### config.mk
export PLATFORM = sky130hd
export DESIGN_NAME = gcd_lcm_engine
export DESIGN_NICKNAME = d
export VERILOG_FILES = /design/src/rtl/gcd_lcm_engine.sv
export SDC_FILE = /design/constraint.sdc
export NUM_CORES = 1
export LEC_CHECK = 0
export BUFFER_PORTS_ARGS = -buffer_cell sky130_fd_sc_hd__buf_2
export CORE_MARGIN = 2
export CORE_UTILIZATION = 30
export DETAILED_ROUTE_END_ITERATION = 7
export PLACE_DENSITY = 0.45
export SLEW_MARGIN = 20
export SYNTH_ARGS = -nofsm -noshare
export SYNTH_HDL_FRONTEND = slang
export SYNTH_SLANG_ARGS = --single-unit
### constraint.sdc
create_clock -name clk -period 4.2 [get_ports clk]
set_input_delay 0.42 -clock clk [delete_from_list [all_inputs] [get_ports clk]]
set_output_delay 0.42 -clock clk [all_outputs]
set_load 0.01 [all_outputs]
### src/rtl/gcd_lcm_engine.sv
// Multi-cycle GCD/LCM coprocessor. It computes the GCD by subtractive Euclid. For LCM it then
// forms A/g by restoring division and (A/g)*B by shift-add into a double-width product.
module gcd_lcm_engine #(
  parameter int unsigned WIDTH = 32
) (
  input  logic             clk,
  input  logic             reset,
  input  logic             start,
  input  logic             op,
  input  logic [WIDTH-1:0] opa,
  input  logic [WIDTH-1:0] opb,
  output logic             busy,
  output logic             done,
  output logic [WIDTH-1:0] result,
  output logic             ovf
);

  localparam int unsigned CW = $clog2(WIDTH);
  localparam logic [CW-1:0] CntLast = CW'(WIDTH - 1);

  typedef enum logic [2:0] {StIdle, StGcd, StDiv, StMul, StDone} state_e;

  state_e             state_q, state_d;
  logic               op_q;
  logic [WIDTH-1:0]   a_q, b_q, x_q, y_q, dq_q, rem_q, result_q;
  logic [2*WIDTH-1:0] prod_q;
  logic [CW-1:0]      cnt_q;
  logic               ovf_q;

  logic               zero_op, xy_eq, cnt_last, rem_ge;
  logic [WIDTH:0]     rem_sh, mul_add;
  logic [WIDTH-1:0]   rem_sub, q_final;
  logic [2*WIDTH-1:0] mul_next;

  assign zero_op  = (x_q == '0) || (y_q == '0);
  assign xy_eq    = (x_q == y_q);
  assign cnt_last = (cnt_q == CntLast);

  // Once GCD finishes, x_q holds g and serves as the divisor.
  assign rem_sh   = {rem_q, dq_q[WIDTH-1]};
  assign rem_ge   = rem_sh >= {1'b0, x_q};
  assign rem_sub  = rem_sh[WIDTH-1:0] - x_q;
  assign q_final  = {dq_q[WIDTH-2:0], rem_ge};

  // The low half of the product register starts as the multiplier and is shifted out LSB first.
  assign mul_add  = {1'b0, prod_q[2*WIDTH-1:WIDTH]} + {1'b0, (prod_q[0] ? b_q : '0)};
  assign mul_next = {mul_add, prod_q[WIDTH-1:1]};

  always_ff @(posedge clk or negedge reset) begin
    if (!reset) begin
      state_q <= StIdle;
    end else begin
      state_q <= state_d;
    end
  end

  always_comb begin
    state_d = state_q;
    unique case (state_q)
      StIdle: if (start) state_d = StGcd;
      StGcd: begin
        if (zero_op)    state_d = StDone;
        else if (xy_eq) state_d = op_q ? StDiv : StDone;
      end
      StDiv:  if (cnt_last) state_d = StMul;
      StMul:  if (cnt_last) state_d = StDone;
      StDone: state_d = StIdle;
      default: state_d = StIdle;
    endcase
  end

  always_comb begin
    busy = 1'b0;
    done = 1'b0;
    unique case (state_q)
      StGcd, StDiv, StMul: busy = 1'b1;
      StDone:              done = 1'b1;
      default: ;
    endcase
  end

  assign result = result_q;
  assign ovf    = ovf_q;

  always_ff @(posedge clk or negedge reset) begin
    if (!reset) begin
      op_q     <= 1'b0;
      a_q      <= '0;
      b_q      <= '0;
      x_q      <= '0;
      y_q      <= '0;
      dq_q     <= '0;
      rem_q    <= '0;
      prod_q   <= '0;
      cnt_q    <= '0;
      result_q <= '0;
      ovf_q    <= 1'b0;
    end else begin
      unique case (state_q)
        StIdle: begin
          if (start) begin
            op_q  <= op;
            a_q   <= opa;
            b_q   <= opb;
            x_q   <= opa;
            y_q   <= opb;
            ovf_q <= 1'b0;
          end
        end
        StGcd: begin
          // Zero operands are checked first; subtracting with a zero side would never converge.
          if (zero_op) begin
            result_q <= op_q ? '0 : (x_q | y_q);
          end else if (xy_eq) begin
            if (!op_q) begin
              result_q <= x_q;
            end else begin
              dq_q  <= a_q;
              rem_q <= '0;
              cnt_q <= '0;
            end
          end else if (x_q > y_q) begin
            x_q <= x_q - y_q;
          end else begin
            y_q <= y_q - x_q;
          end
        end
        StDiv: begin
          rem_q <= rem_ge ? rem_sub : rem_sh[WIDTH-1:0];
          dq_q  <= q_final;
          cnt_q <= cnt_q + CW'(1);
          if (cnt_last) begin
            prod_q <= {{WIDTH{1'b0}}, q_final};
            cnt_q  <= '0;
          end
        end
        StMul: begin
          prod_q <= mul_next;
          cnt_q  <= cnt_q + CW'(1);
          if (cnt_last) begin
            result_q <= mul_next[WIDTH-1:0];
            ovf_q    <= |mul_next[2*WIDTH-1:WIDTH];
          end
        end
        default: ;
      endcase
    end
  end

endmodule

Yosys cells after proc, flatten, opt, wreduce, memory -nomap -nowiden

Cells that the tools add are included.

Add/sub/neg operators: 5
Mux-type cells: 45
Reduce and logical (&&, ||, !) cells: 21
Eq/ne operators: 17
Bitwise gates (word level): 1
$lt $le $gt $ge: 2

Operators by type and width:

| cell                                                                  | count |
|---|---|
| 32-bit 2-to-1 mux                                                     | 21 |
| 32-bit case mux with 2 select lines                                   | 5 |
| 64-bit case mux with 2 select lines                                   | 1 |
| 32-bit subtractor                                                     | 3 |
| 32-bit logical NOT                                                    | 2 |
| 64-bit 2-to-1 mux                                                     | 1 |
| 32-bit by 32-bit adder with 33-bit output                             | 1 |
| 33-bit by 32-bit greater-or-equal comparator with 1-bit output        | 1 |
| 32-bit equality test                                                  | 1 |
| 32-bit greater-than comparator                                        | 1 |
| 32-bit bitwise OR                                                     | 1 |
| 32-bit OR reduction                                                   | 1 |
| 5-bit 2-to-1 mux                                                      | 4 |
| 3-bit 2-to-1 mux                                                      | 6 |
| 2-bit inequality test, second input constant                          | 9 |
| 4-bit AND reduction                                                   | 4 |
| 5-bit case mux with 3 select lines                                    | 1 |
| 3-bit case mux with 4 select lines                                    | 1 |
| 5-bit AND reduction                                                   | 2 |
| 2-bit nonzero test                                                    | 5 |
| 3-bit by 2-bit equality test with 1-bit output, second input constant | 2 |
| 3-bit inequality test, second input constant                          | 2 |
| 5-bit by 1-bit adder with 5-bit output, second input constant         | 1 |
| 5-bit equality test, second input constant                            | 1 |
| 10 further kinds                                                      | 14 |

Register bits after elaboration: 298
Word-level logic and storage cells: 103

Depth between registers and ports, before layout

Gate-level depths: netlist of the first run.

Depth after elaboration: 5
Mapped depth: 15
Depth with buffers taken out: 14

Least setup slack after synthesis of the first run

No wires, ideal clock.

Path kind: reg2reg
From: reg prod_q[0]
To: reg ovf_q, in the netlist ovf
Setup time: 128 ps
Clock period less this slack: 3191 ps
Slack: 1009 ps
Path buffers: 2
Cell stages (with the launch flop): 15
Arrival time: 3063 ps
Cell sequence: dfrtp_1 clkbuf_1 and2_1 ha_1 clkbuf_1 a21oi_1 o211ai_1 a221o_1 a2111oi_0 nor2_1 xnor2_1 nor3b_1 nand3b_1 nor4_1 a21oi_1

Longest elaborated chain between the ends: 5

RTL lines:

| what                                      | RTL line | RTL |
|---|---|---|
| from (decl)                               | 26       | `logic [2*WIDTH-1:0] prod_q;` |
| from (signal assigned)                    | 133      | `prod_q <= {{WIDTH{1'b0}}, q_final};` |
| from (signal assigned)                    | 138      | `prod_q <= mul_next;` |
| 32-bit 2-to-1 mux                         | 46       | `assign mul_add = {1'b0, prod_q[2*WIDTH-1:WIDTH]} + {1'b0, (prod_q[0] ? b_q : '0)};` |
| 32-bit by 32-bit adder with 33-bit output | 46       |  |
| 32-bit OR reduction                       | 142      | `ovf_q <= \|mul_next[2*WIDTH-1:WIDTH];` |
| 1-bit 2-to-1 mux                          | 140      | `if (cnt_last) begin` |
| 1-bit case mux with 2 select lines        | 99       | `unique case (state_q)` |
| to (signal assigned)                      | 142      |  |
| to (decl)                                 | 28       | `logic ovf_q;` |

No other way between the ends. The select of a mux whose other input is x is not followed.
A chain may end at the register's enable or synchronous reset.

Worst setup path after layout of the first run

Ends and elaborated chain as after synthesis.

==> run summary, run 1 <==
Count of final hold-check violations: 0
Final Critical Period: 4.011 ns
Number of port buffers: 102
Row count: 96
Number of flops mapped to enable cells by yosys: 0
Flop-to-flop setup slack: 0.19 ns
Vias in the first global route: 19170
Yosys warns: 0
Hold Crit Class: in2reg
Multi-input logic area: 0.01248 mm²
Iter 0 DRT Violations: 1494
Synth unique cells: 88
Area growth from synthesis to final layout: 14.92%
Via count: 18990
Synth Flop Type: dfrtp_1
GPL Wtd Cong: 0.9718
Share of layout cells above drive strength 1: 10.50%
Post-DP HPWL: 60.64 mm
Cell mode on critical path: a21oi_1
Total grt overflow: 0
Post-synthesis instance area: 0.02096 mm²
Type of origin of the critical path: flop
Drt drc: 0
CTS max path bufs: 3
Synth area leaders: dfrtp_1 36%, ha_1 9.6%, nand2_1 8.5%
Synth Register Bits: 298
Maximum vdd drop: 0.0003497 V
Clock Skew: 0.03290 ns
Clk sink count: 298
Fin crit share: 95.51%
WL final: 79.05 mm
MaxCap Viol Count: 0
Root buffer cell: clkbuf_16
Register area share after synthesis: 35.57%
Total GRT Usage: 22.02%
Antenna Cells: 0
Post-Syn Area per Cell: 8.199 µm²
Fmax: 249.3 MHz
Clk_lat worst skew: 0.59 ns
Dominant cell by count in the synthesized netlist: nand2_1
Setup TNS: 0 ns
Largest net degree at the start of global routing: 91
CP bufs+invs: 1
Die Ht: 268.3 µm
Placed Cells: 3514
Num CTS Buffers: 40
Synthesized net count: 2790
Worst-path maximum fanout: 11
Clock slew seen by the registers of the worst setup and hold paths: 0.06 ns
Starting Density: 30.41%
Synthesized instance count: 2557
Core region area: 0.06895 mm²
Dominant cell type by area after synthesis: dfrtp_1
Non-filler cells, final: 3587
P_leak: 11.13 nW
CTS tree: done
Initial antenna violation count: 1
Fillers: 7284
Wire length per cell: 22.04 µm
I/O Pins: 103
Final setup fails: 0
Total power: 24.88 mW
Pwr dens: 1033 mW/mm²
CP Cell Sequence: buf_4 -> and2_1 -> ha_1 -> a211o_1 -> or4_1 -> a21oi_1 -> xor2_1 -> nor4bb_1 -> and4_1 -> nand4_1 -> nor4_1 -> a21oi_1
Antenna viol nets, final: 0
Top-area cell type share of the netlist area: 35.57%
Global-route wire length before repair: 120.7 mm
Sequential cell area: 0.007457 mm²
Unrepaired setup endpoints after global routing: no
Die area: 0.07201 mm²
CP endpoint kind: flop
Width of the chip: 268.3 µm
DRT Pass-1 Iters: 5
Max Slew Vio Count: 0
Worst endpoint required time: 4.63 ns
Vias per std cell: 5.293
Place WS: 0.2781 ns
Critical Path AT: 4.44 ns
Placed inst area: 0.02275 mm²
CTS H-tree depth: 2
Critical path class: reg2reg
Design area: 0.02409 mm²
Top delay family on crit path: simple AND/OR/NAND/NOR gates
Final WS setup: 0.1886 ns
Status: completed
Slowest stage delay, CP: 0.61 ns
Layout Nets: 2859
Worst slew pin tran: 1.019 ns
Worst slew margin: 32.08%
Slowest CP cell: or4_1
Top cells by count, synth: 476 x nand2_1, 298 x dfrtp_1, 198 x o21ai_0, 173 x nor2_1, 171 x a21oi_1
Post-synthesis async set-or-reset flop share: 100.0%
==> placed cells by master, fill, tap and decap left out, types with 30 or more instances in the layout <==
cell type    n
xnor2_1     79
a211oi_1    44
buf_2      101
inv_1      127
clkbuf_16   40
o21bai_1    30
a31oi_1     43
nor4_1      30
o31ai_1     40
nor2_1     167
a21o_1      39
nand2_1    474
a21oi_1    171
mux2i_1     62
and2_1      46
ha_1       161
buf_4       70
nand3_1     31
nor3_1      50
o21ai_0    197
dfrtp_1    298
==> worst paths after layout <==
path / from / to / cells past startpoint
max: prod_q[0]$_DFFE_PN0P_ / ovf$_DFFE_PN0P_ / 12
min: opa[6] / a_q[6]$_DFFE_PN0P_ / 3
max reg2reg: prod_q[0]$_DFFE_PN0P_ / ovf$_DFFE_PN0P_ / 12
min reg2reg: b_q[19]$_DFFE_PN0P_ / b_q[19]$_DFFE_PN0P_ / 2
max in group asynchronous: reset / prod_q[27]$_DFFE_PN0P_ / 3
min in group asynchronous: reset / b_q[7]$_DFFE_PN0P_ / 2
==> cell type report <==
| type | instances | area share [%] |
|---|---|---|
| multi-input combinational | 1978 | 51.80 |
| sequential | 298 | 30.95 |
| timing repair buffer | 179 | 4.882 |
| tap | 931 | 4.835 |
| clock buffer | 55 | 4.721 |
| inverter | 129 | 2.010 |
| clock inverter | 17 | 0.7946 |
==> kinds of logic after synthesis <==
| logic type | count (synthesis) | synth area share [%] |
|---|---|---|
| XOR/XNOR | 106 | 4.429 |
| AO/OA/AOI/OAI | 724 | 22.04 |
| multiplexers | 63 | 3.014 |
| AND/OR/NAND/NOR | 920 | 19.64 |
| flip-flops | 298 | 35.57 |
| buffers and inverters | 281 | 5.318 |
| adder cells (fa/ha/maj) | 165 | 9.991 |
==> metrics by stage <==
step | utilization (%) | hold slack, ns
global placement | 33.00 | 0.4546
floorplan | - | 0.1244
CTS | 34.94 | 0.02825
detailed placement | 33.00 | 0.4551
finish | 34.94 | 0.05137
global route | 34.94 | 0.05818
==> repair_timing <==
| action | CTS | global route |
|---|---|---|
| resized for setup | 0 | 0 |
| endpoints found under the hold margin | 85 | 0 |
| hold buffers | 1 | 0 |
| buffers inserted | 0 | 0 |
==> flip-flops by register name, indices dropped and copies added, names as in the netlist <==
signal / count
ovf: 1
cnt_q: 5
result: 32
rem_q: 32
y_q: 32
b_q: 32
state_q: 3
prod_q: 64
op_q: 1
a_q: 32
x_q: 32
dq_q: 32
==> report_power, final <==
group          switching [mW]  internal, mW
Combinational            9.85          6.16
Clock                    1.46          2.04
Sequential               1.16          4.22
Total                    12.5          12.4
==> per-layer routing <==
layer	share of wire [%]	vias to the layer above	global-route usage [%]
met1	47	9350	30.83
met2	46	422	35.58
met4	2.9	0	6.246
li1	-	9114	-
met3	3.9	100	2.786
met5	0	-	0
==> worst min-delay path, cell delays in order <==
cell and delay [ns]:
buf_2 0.10, nand2_1 0.04, nand2_1 0.05
Power figures use the tool's default switching activity.
==> inputs of run 2 (changes only) <==
ABC_AREA = 1   (was not set)
REMOVE_ABC_BUFFERS = 1   (was not set)
==> run summary, run 2 <==
Fin crit share: 81.67% (was 95.51%)
Synth Flop Type: dfrtp_1 (unchanged)
Die Ht: 280.6 µm (was 268.3 µm)
Pwr dens: 903.9 mW/mm² (was 1033 mW/mm²)
Vias per std cell: 4.927 (was 5.293)
Hold depth: 3 (unchanged)
Flop-to-flop setup slack: 0.77 ns (was 0.19 ns)
Top reg by flops: prod_q (unchanged)
Dominant cell type by area after synthesis: dfrtp_1 (unchanged)
Row count: 101 (was 96)
Number of flops mapped to enable cells by yosys: 0 (unchanged)
Cell mode on critical path: nor2_2 (was a21oi_1)
Hold endpoint: op_q$_DFFE_PN0P_ (was a_q[6]$_DFFE_PN0P_)
Antenna viol nets, final: 0 (unchanged)
Most common library cell in the layout ignoring fill and taps: nand2_1 (unchanged)
Synth area leaders: dfrtp_1 32%, nand2_1 22%, ha_1 8.8% (was dfrtp_1 36%, ha_1 9.6%, nand2_1 8.5%)
Die area: 0.07874 mm² (was 0.07201 mm²)
Maximum vdd drop: 0.0005216 V (was 0.0003497 V)
I/O Pins: 103 (unchanged)
Fillers: 8449 (was 7284)
Worst endpoint required time: 4.64 ns (was 4.63 ns)
Max Slew Vio Count: 0 (unchanged)
Drt drc: 0 (unchanged)
Wire length per cell: 19.51 µm (was 22.04 µm)
Root buffer cell: clkbuf_16 (unchanged)
Multi-input logic area: 0.01326 mm² (was 0.01248 mm²)
CP Cell Sequence: inv_1 -> ha_1 -> nor2_2 -> nand3_1 -> nor2_2 -> nand2_2 -> nor3_4 -> nor2_2 -> nand2_4 -> nand3_4 -> nor2_8 -> inv_4 -> nand2_1 -> nand2_1 (was buf_4 -> and2_1 -> ha_1 -> a211o_1 -> or4_1 -> a21oi_1 -> xor2_1 -> nor4bb_1 -> and4_1 -> nand4_1 -> nor4_1 -> a21oi_1)
Top-area cell type share of the netlist area: 32.49% (was 35.57%)
Final setup fails: 0 (unchanged)
Post-synthesis instance area: 0.02295 mm² (was 0.02096 mm²)
Critical path origin: x_q[29]$_DFFE_PN0P_ (was prod_q[0]$_DFFE_PN0P_)
CTS resizes: 0 (unchanged)
Count of final hold-check violations: 0 (unchanged)
Layout Nets: 3774 (was 2859)
Fmax: 291.5 MHz (was 249.3 MHz)
CP endpoint kind: flop (unchanged)
DRT Pass-1 Iters: 5 (unchanged)
CTS H-tree depth: 2 (unchanged)
Vias in the first global route: 22320 (was 19170)
Clk_lat worst skew: 0.57 ns (was 0.59 ns)
Number of port buffers: 102 (unchanged)
CTS max path bufs: 3 (unchanged)
Hold_sp: op (was opa[6])
Final WS setup: 0.7697 ns (was 0.1886 ns)
Total grt overflow: 0 (unchanged)
Slowest stage delay, CP: 0.61 ns (about the same)
Global-route wire length before repair: 136.4 mm (was 120.7 mm)
R2r worst-path depth: 14 (was 12)
Worst slew margin: 35.98% (was 32.08%)
Share of layout cells above drive strength 1: 7.841% (was 10.50%)
Final Critical Period: 3.430 ns (was 4.011 ns)
Clk sink count: 298 (unchanged)
Starting Density: 30.27% (was 30.41%)
Synth unique cells: 54 (was 88)
MaxCap Viol Count: 0 (unchanged)
Worst slew pin tran: 0.9516 ns (was 1.019 ns)
Synthesized instance count: 3474 (was 2557)
Status: completed (unchanged)
Top cells by count, synth: 1317 x nand2_1, 418 x inv_1, 298 x dfrtp_1, 233 x nor2_1, 211 x o21ai_0 (was 476 x nand2_1, 298 x dfrtp_1, 198 x o21ai_0, 173 x nor2_1, 171 x a21oi_1)
Yosys warns: 0 (unchanged)
Antenna Cells: 0 (unchanged)
Clock slew seen by the registers of the worst setup and hold paths: 0.06 ns (about the same)
Num CTS Buffers: 40 (unchanged)
Post-DP HPWL: 68.47 mm (was 60.64 mm)
Sequential cell area: 0.007457 mm² (unchanged)
WL final: 88.73 mm (was 79.05 mm)
Width of the chip: 280.6 µm (was 268.3 µm)
Register area share after synthesis: 32.49% (was 35.57%)
Via count: 22420 (was 18990)
Iter 0 DRT Violations: 1713 (was 1494)
Total GRT Usage: 22.68% (was 22.02%)
Total power: 23.36 mW (was 24.88 mW)
Dominant cell by count in the synthesized netlist: nand2_1 (unchanged)
Most frequent cells in the layout: 1315 x nand2_1, 416 x inv_1, 298 x dfrtp_1, 231 x nor2_1, 210 x o21ai_0 (was 474 x nand2_1, 298 x dfrtp_1, 197 x o21ai_0, 171 x a21oi_1, 167 x nor2_1)
Hold Crit Class: in2reg (unchanged)
Worst r2r src: x_q[29]$_DFFE_PN0P_ (was prod_q[0]$_DFFE_PN0P_)
Synth Register Bits: 298 (unchanged)
R2r endpoint: result[8]$_DFFE_PN0P_ (was ovf$_DFFE_PN0P_)
Critical Path AT: 3.88 ns (was 4.44 ns)
Critical path class: reg2reg (unchanged)
Core region area: 0.07582 mm² (was 0.06895 mm²)
Worst-path maximum fanout: 32 (was 11)
Max reg flops: 64 (unchanged)
Post-synthesis async set-or-reset flop share: 100.0% (unchanged)
Place WS: 0.7947 ns (was 0.2781 ns)
Clock Skew: 0.02186 ns (was 0.03290 ns)
Type of origin of the critical path: flop (unchanged)
CTS tree: done (unchanged)
Slowest CP cell: dfrtp_1 (was or4_1)
Area growth from synthesis to final layout: 12.58% (was 14.92%)
Initial antenna violation count: 1 (unchanged)
Post-Syn Area per Cell: 6.608 µm² (was 8.199 µm²)
Largest net degree at the start of global routing: 86 (was 91)
P_leak: 13.78 nW (was 11.13 nW)
Unrepaired setup endpoints after global routing: no (unchanged)
GPL Wtd Cong: 0.9682 (was 0.9718)
-- run 2: cell count changes in the layout (fill, tap and decap cells not counted), sizes merged, moves of 34 or more --
cell / delta
mux2i: -61
nand2: +855
o21ai: +35
nor2: +80
buf: -42
a211oi: -43
inv: +309
and2: -43
o31ai: -42
xnor2: -60
nand3: +138
a21o: -34
-- run 2: routing by layer --
metal	GRT usage, %	routed length (µm)	vias up
li1	-	-	11230
met1	30.85	41610	10640
met2	38.54	42020	435
met3	2.357	3139	108
met4	5.252	1955	2
met5	0	13	-
-- run 2: how the worst max path moves through the flow --
stage          slack, ns  depth (start not counted)                    end
5_1_grt             0.54                         14  result[3]$_DFFE_PN0P_
3_5_place_dp        0.79                         14  result[0]$_DFFE_PN0P_
4_1_cts             0.78                         14  result[4]$_DFFE_PN0P_
2_1_floorplan      -0.08                          8  result[0]$_DFFE_PN0P_
6_report            0.77                         14  result[8]$_DFFE_PN0P_
3_3_place_gp        0.82                         14  result[8]$_DFFE_PN0P_
-- run 2: power by group --
part           leakage [nW]  switching, mW  internal (mW)
logic                  9.34           10.3           4.36
clock network         0.656           1.43           2.21
registers              3.78          0.936           4.08
-- run 2: critical path, delay by kind of cell, from the launching register on --
family / cells / cell delay (ns)
buffers and inverters: 2 / 0.51
adders and majority gates: 1 / 0.47
and+or+nand+nor: 11 / 1.64
DFF: 1 / 0.61
-- run 2: final cells by class --
class / count / share of cell area [%]
tap: 978 / 4.735
multi-input combinational: 2623 / 51.31
clock buffer: 56 / 4.425
clock inverter: 16 / 0.9006
sequential: 298 / 28.86
inverter: 441 / 6.439
timing repair buffer: 137 / 3.331
-- run 2: logic make-up (layout without fill, tap and decap cells) --
| kind of cell | after synthesis | after routing | share of synthesized area [%] |
|---|---|---|---|
| adder cells (fa/ha/maj) | 165 | 165 | 9.125 |
| multiplexers | 1 | 1 | 0.04361 |
| flip-flops | 298 | 298 | 32.49 |
| AO/OA/AOI/OAI | 573 | 573 | 14.08 |
| AND/OR/NAND/NOR | 1851 | 1851 | 33.15 |
| buffers and inverters | 553 | 650 | 9.850 |
| XOR/XNOR | 33 | 33 | 1.259 |
-- run 2: stage by stage --
step / utilization, % / hold WS, ns / setup TNS (ns) / instance area, µm² / cells
finish: 34.08 / 0.06427 / 0 / 25840 / 4549
global route: 34.08 / 0.08283 / 0 / 25840 / 4549
CTS: 34.08 / 0.04359 / 0 / 25840 / 4549
detailed placement: 32.25 / 0.4591 / 0 / 24460 / 4476
global placement: 32.25 / 0.4553 / 0 / 24460 / 4476
floorplan: - / 0.1244 / -4.811 / 22360 / 3362
-- run 2: what timing repair did --
| action | in CTS | in global routing |
|---|---|---|
| hold endpoints to repair | 81 | 0 |
| buffers inserted | 0 | 0 |
| hold buffers | 1 | 0 |
==> inputs of run 3 (changes only) <==
ABC_AREA = 0   (was 1)
clock period = 3.51 ns   (was 4.2 ns; I/O delays follow)
==> run summary, run 3 (synthesis results as in run 1) <==
P_leak: 12.32 nW (was 13.78 nW)
I/O Pins: 103 (unchanged)
Met3 GRT Util: 2.685% (was 2.357%)
Slowest CP cell: or4_4 (was dfrtp_1)
Clock Skew: 0.02876 ns (was 0.02186 ns)
Count of final hold-check violations: 0 (unchanged)
Design area: 0.02635 mm² (was 0.02584 mm²)
Placed inst area: 0.02430 mm² (was 0.02446 mm²)
GPL Wtd Cong: 0.9080 (was 0.9682)
CTS max path bufs: 3 (unchanged)
Status: completed (unchanged)
Max reg flops: 64 (unchanged)
Met1 GRT Util: 29.38% (was 30.85%)
Type of origin of the critical path: flop (unchanged)
Max Slew Vio Count: 0 (unchanged)
Layout Nets: 3083 (was 3774)
Drt drc: 0 (unchanged)
CTS H-tree depth: 2 (unchanged)
Fillers: 7189 (was 8449)
Post-Route Utilization: 38.22% (was 34.08%)
Most common library cell in the layout ignoring fill and taps: nand2_1 (unchanged)
Clock slew seen by the registers of the worst setup and hold paths: 0.06 ns (about the same)
Maximum vdd drop: 0.0004645 V (was 0.0005216 V)
Post-DP HPWL: 59.46 mm (was 68.47 mm)
Top reg by flops: prod_q (unchanged)
Pwr dens: 1237 mW/mm² (was 903.9 mW/mm²)
MaxCap Viol Count: 0 (unchanged)
Num CTS Buffers: 41 (was 40)
CP bufs+invs: 1 (was 2)
Fin crit share: 98.61% (was 81.67%)
DRT Pass-1 Iters: 6 (was 5)
Critical Path AT: 3.91 ns (was 3.88 ns)
Root buffer cell: clkbuf_16 (unchanged)
Final setup fails: 0 (unchanged)
Critical path class: reg2reg (unchanged)
Clk_lat worst skew: 0.58 ns (was 0.57 ns)
Core region area: 0.06895 mm² (was 0.07582 mm²)
Worst slew margin: 29.98% (was 35.98%)
Worst slew pin tran: 1.050 ns (was 0.9516 ns)
Vias in the first global route: 20120 (was 22320)
Unrepaired setup endpoints after global routing: yes (was no)
Fmax: 288.9 MHz (was 291.5 MHz)
CP Cell Sequence: clkbuf_2 -> and2_1 -> ha_1 -> a211o_1 -> or4_4 -> a21oi_4 -> xor2_2 -> nor4bb_4 -> and4_1 -> nand4_1 -> nor4_2 -> a21oi_1 (was inv_1 -> ha_1 -> nor2_2 -> nand3_1 -> nor2_2 -> nand2_2 -> nor3_4 -> nor2_2 -> nand2_4 -> nand3_4 -> nor2_8 -> inv_4 -> nand2_1 -> nand2_1)
Worst endpoint required time: 3.96 ns (was 4.64 ns)
Slowest stage delay, CP: 0.59 ns (was 0.61 ns)
GR peak layer: met2 (unchanged)
Width of the chip: 268.3 µm (was 280.6 µm)
Wire length per cell: 20.63 µm (was 19.51 µm)
Vias per std cell: 5.201 (was 4.927)
Die area: 0.07201 mm² (was 0.07874 mm²)
CTS tree: done (unchanged)
Clk sink count: 298 (unchanged)
Antenna Cells: 0 (unchanged)
Hold slack: 0.01924 ns (was 0.06427 ns)
Antenna viol nets, final: 0 (unchanged)
Number of port buffers: 102 (unchanged)
Row count: 96 (was 101)
Iter 0 DRT Violations: 1405 (was 1713)
Most frequent cells in the layout: 475 x nand2_1, 295 x dfrtp_1, 269 x buf_4, 192 x o21ai_0, 164 x nor2_1 (was 1315 x nand2_1, 416 x inv_1, 298 x dfrtp_1, 231 x nor2_1, 210 x o21ai_0)
Initial antenna violation count: 1 (unchanged)
Top delay family on crit path: simple AND/OR/NAND/NOR gates (unchanged)
Share of layout cells above drive strength 1: 19.39% (was 7.841%)
Final WS setup: 0.04864 ns (was 0.7697 ns)
Largest net degree at the start of global routing: 90 (was 86)
Global-route wire length before repair: 121.0 mm (was 136.4 mm)
Area growth from synthesis to final layout: 25.71% (was 12.58%)
CP endpoint kind: flop (unchanged)
WL final: 78.68 mm (was 88.73 mm)
Total GRT Usage: 21.80% (was 22.68%)
Die Ht: 268.3 µm (was 280.6 µm)
Place WS: -0.3630 ns (was 0.7947 ns)
Hold Crit Class: in2reg (unchanged)
Final Critical Period: 3.461 ns (was 3.430 ns)
Starting Density: 30.41% (was 30.27%)
Total grt overflow: 0 (unchanged)
Worst-path maximum fanout: 6 (was 32)
Via count: 19840 (was 22420)
Setup TNS: 0 ns (unchanged)
Met2 Use GR: 36.52% (was 38.54%)
==> run 3: what timing repair did <==
action | in CTS | in global routing
hold endpoints to repair | 56 | 0
pin swaps | 1 | 24
hold buffers | 16 | 0
gates resized for setup | 14 | 71
gates cloned | 0 | 1
endpoints found under the setup margin | 8 | 143
buffers inserted | 0 | 10
==> run 3: cell type report <==
class,count,area (µm²),area share [%]
clock buffers,56,1205,4.572
clock inverters,20,210.2,0.7976
inverters,129,488.0,1.852
multi-input cells,1978,12840,48.73
flip-flops and latches,298,7461,28.31
well taps,931,1165,4.420
repair buffers,402,2982,11.31
==> run 3: final timing paths <==
check                                           start                      to  slack (ns)  cells after the start
worst max-delay path            prod_q[0]$_DFFE_PN0P_         ovf$_DFFE_PN0P_        0.05                     12
worst min-delay path                          opa[30]     a_q[30]$_DFFE_PN0P_        0.02                      3
worst max register to register  prod_q[0]$_DFFE_PN0P_         ovf$_DFFE_PN0P_        0.05                     12
worst min register to register    a_q[29]$_DFFE_PN0P_     a_q[29]$_DFFE_PN0P_        0.47                      2
max in group asynchronous                       reset     x_q[27]$_DFFE_PN0P_        2.32                      3
min in group asynchronous                       reset  prod_q[37]$_DFFE_PN0P_        0.28                      2
==> run 3: worst register-to-register path: stages, from the launching register on <==
cell      delay [ns]
dfrtp_2         0.45
clkbuf_2        0.16
and2_1          0.16
ha_1            0.32
a211o_1         0.32
or4_4           0.59
a21oi_4         0.16
xor2_2          0.17
nor4bb_4        0.30
and4_1          0.25
nand4_1         0.15
nor4_2          0.20
a21oi_1         0.10
==> run 3: routing by layer <==
metal	vias up	wire length, µm	share of wire (%)
li1	9562	-	-
met1	9708	36150	46
met2	438	36980	47
met3	125	3236	4.1
met4	2	2295	2.9
met5	-	13	0.017
==> run 3: power by group <==
group / switching [mW] / total, mW / leakage, nW / internal, mW
registers: 1.16 / 6.21 / 3.65 / 5.05
logic: 12.5 / 22.0 / 7.99 / 9.48
clock network: 1.78 / 4.42 / 0.674 / 2.64
total: 15.4 / 32.6 / 12.3 / 17.2
==> run 3: per-stage QoR <==
stage / std cells / power, mW
finish: 3814 / 32.59
global route: 3814 / 35.26
CTS: 3803 / 32.06
detailed placement: 3711 / 27.24
global placement: 3711 / 27.27
floorplan: 2405 / 19.07
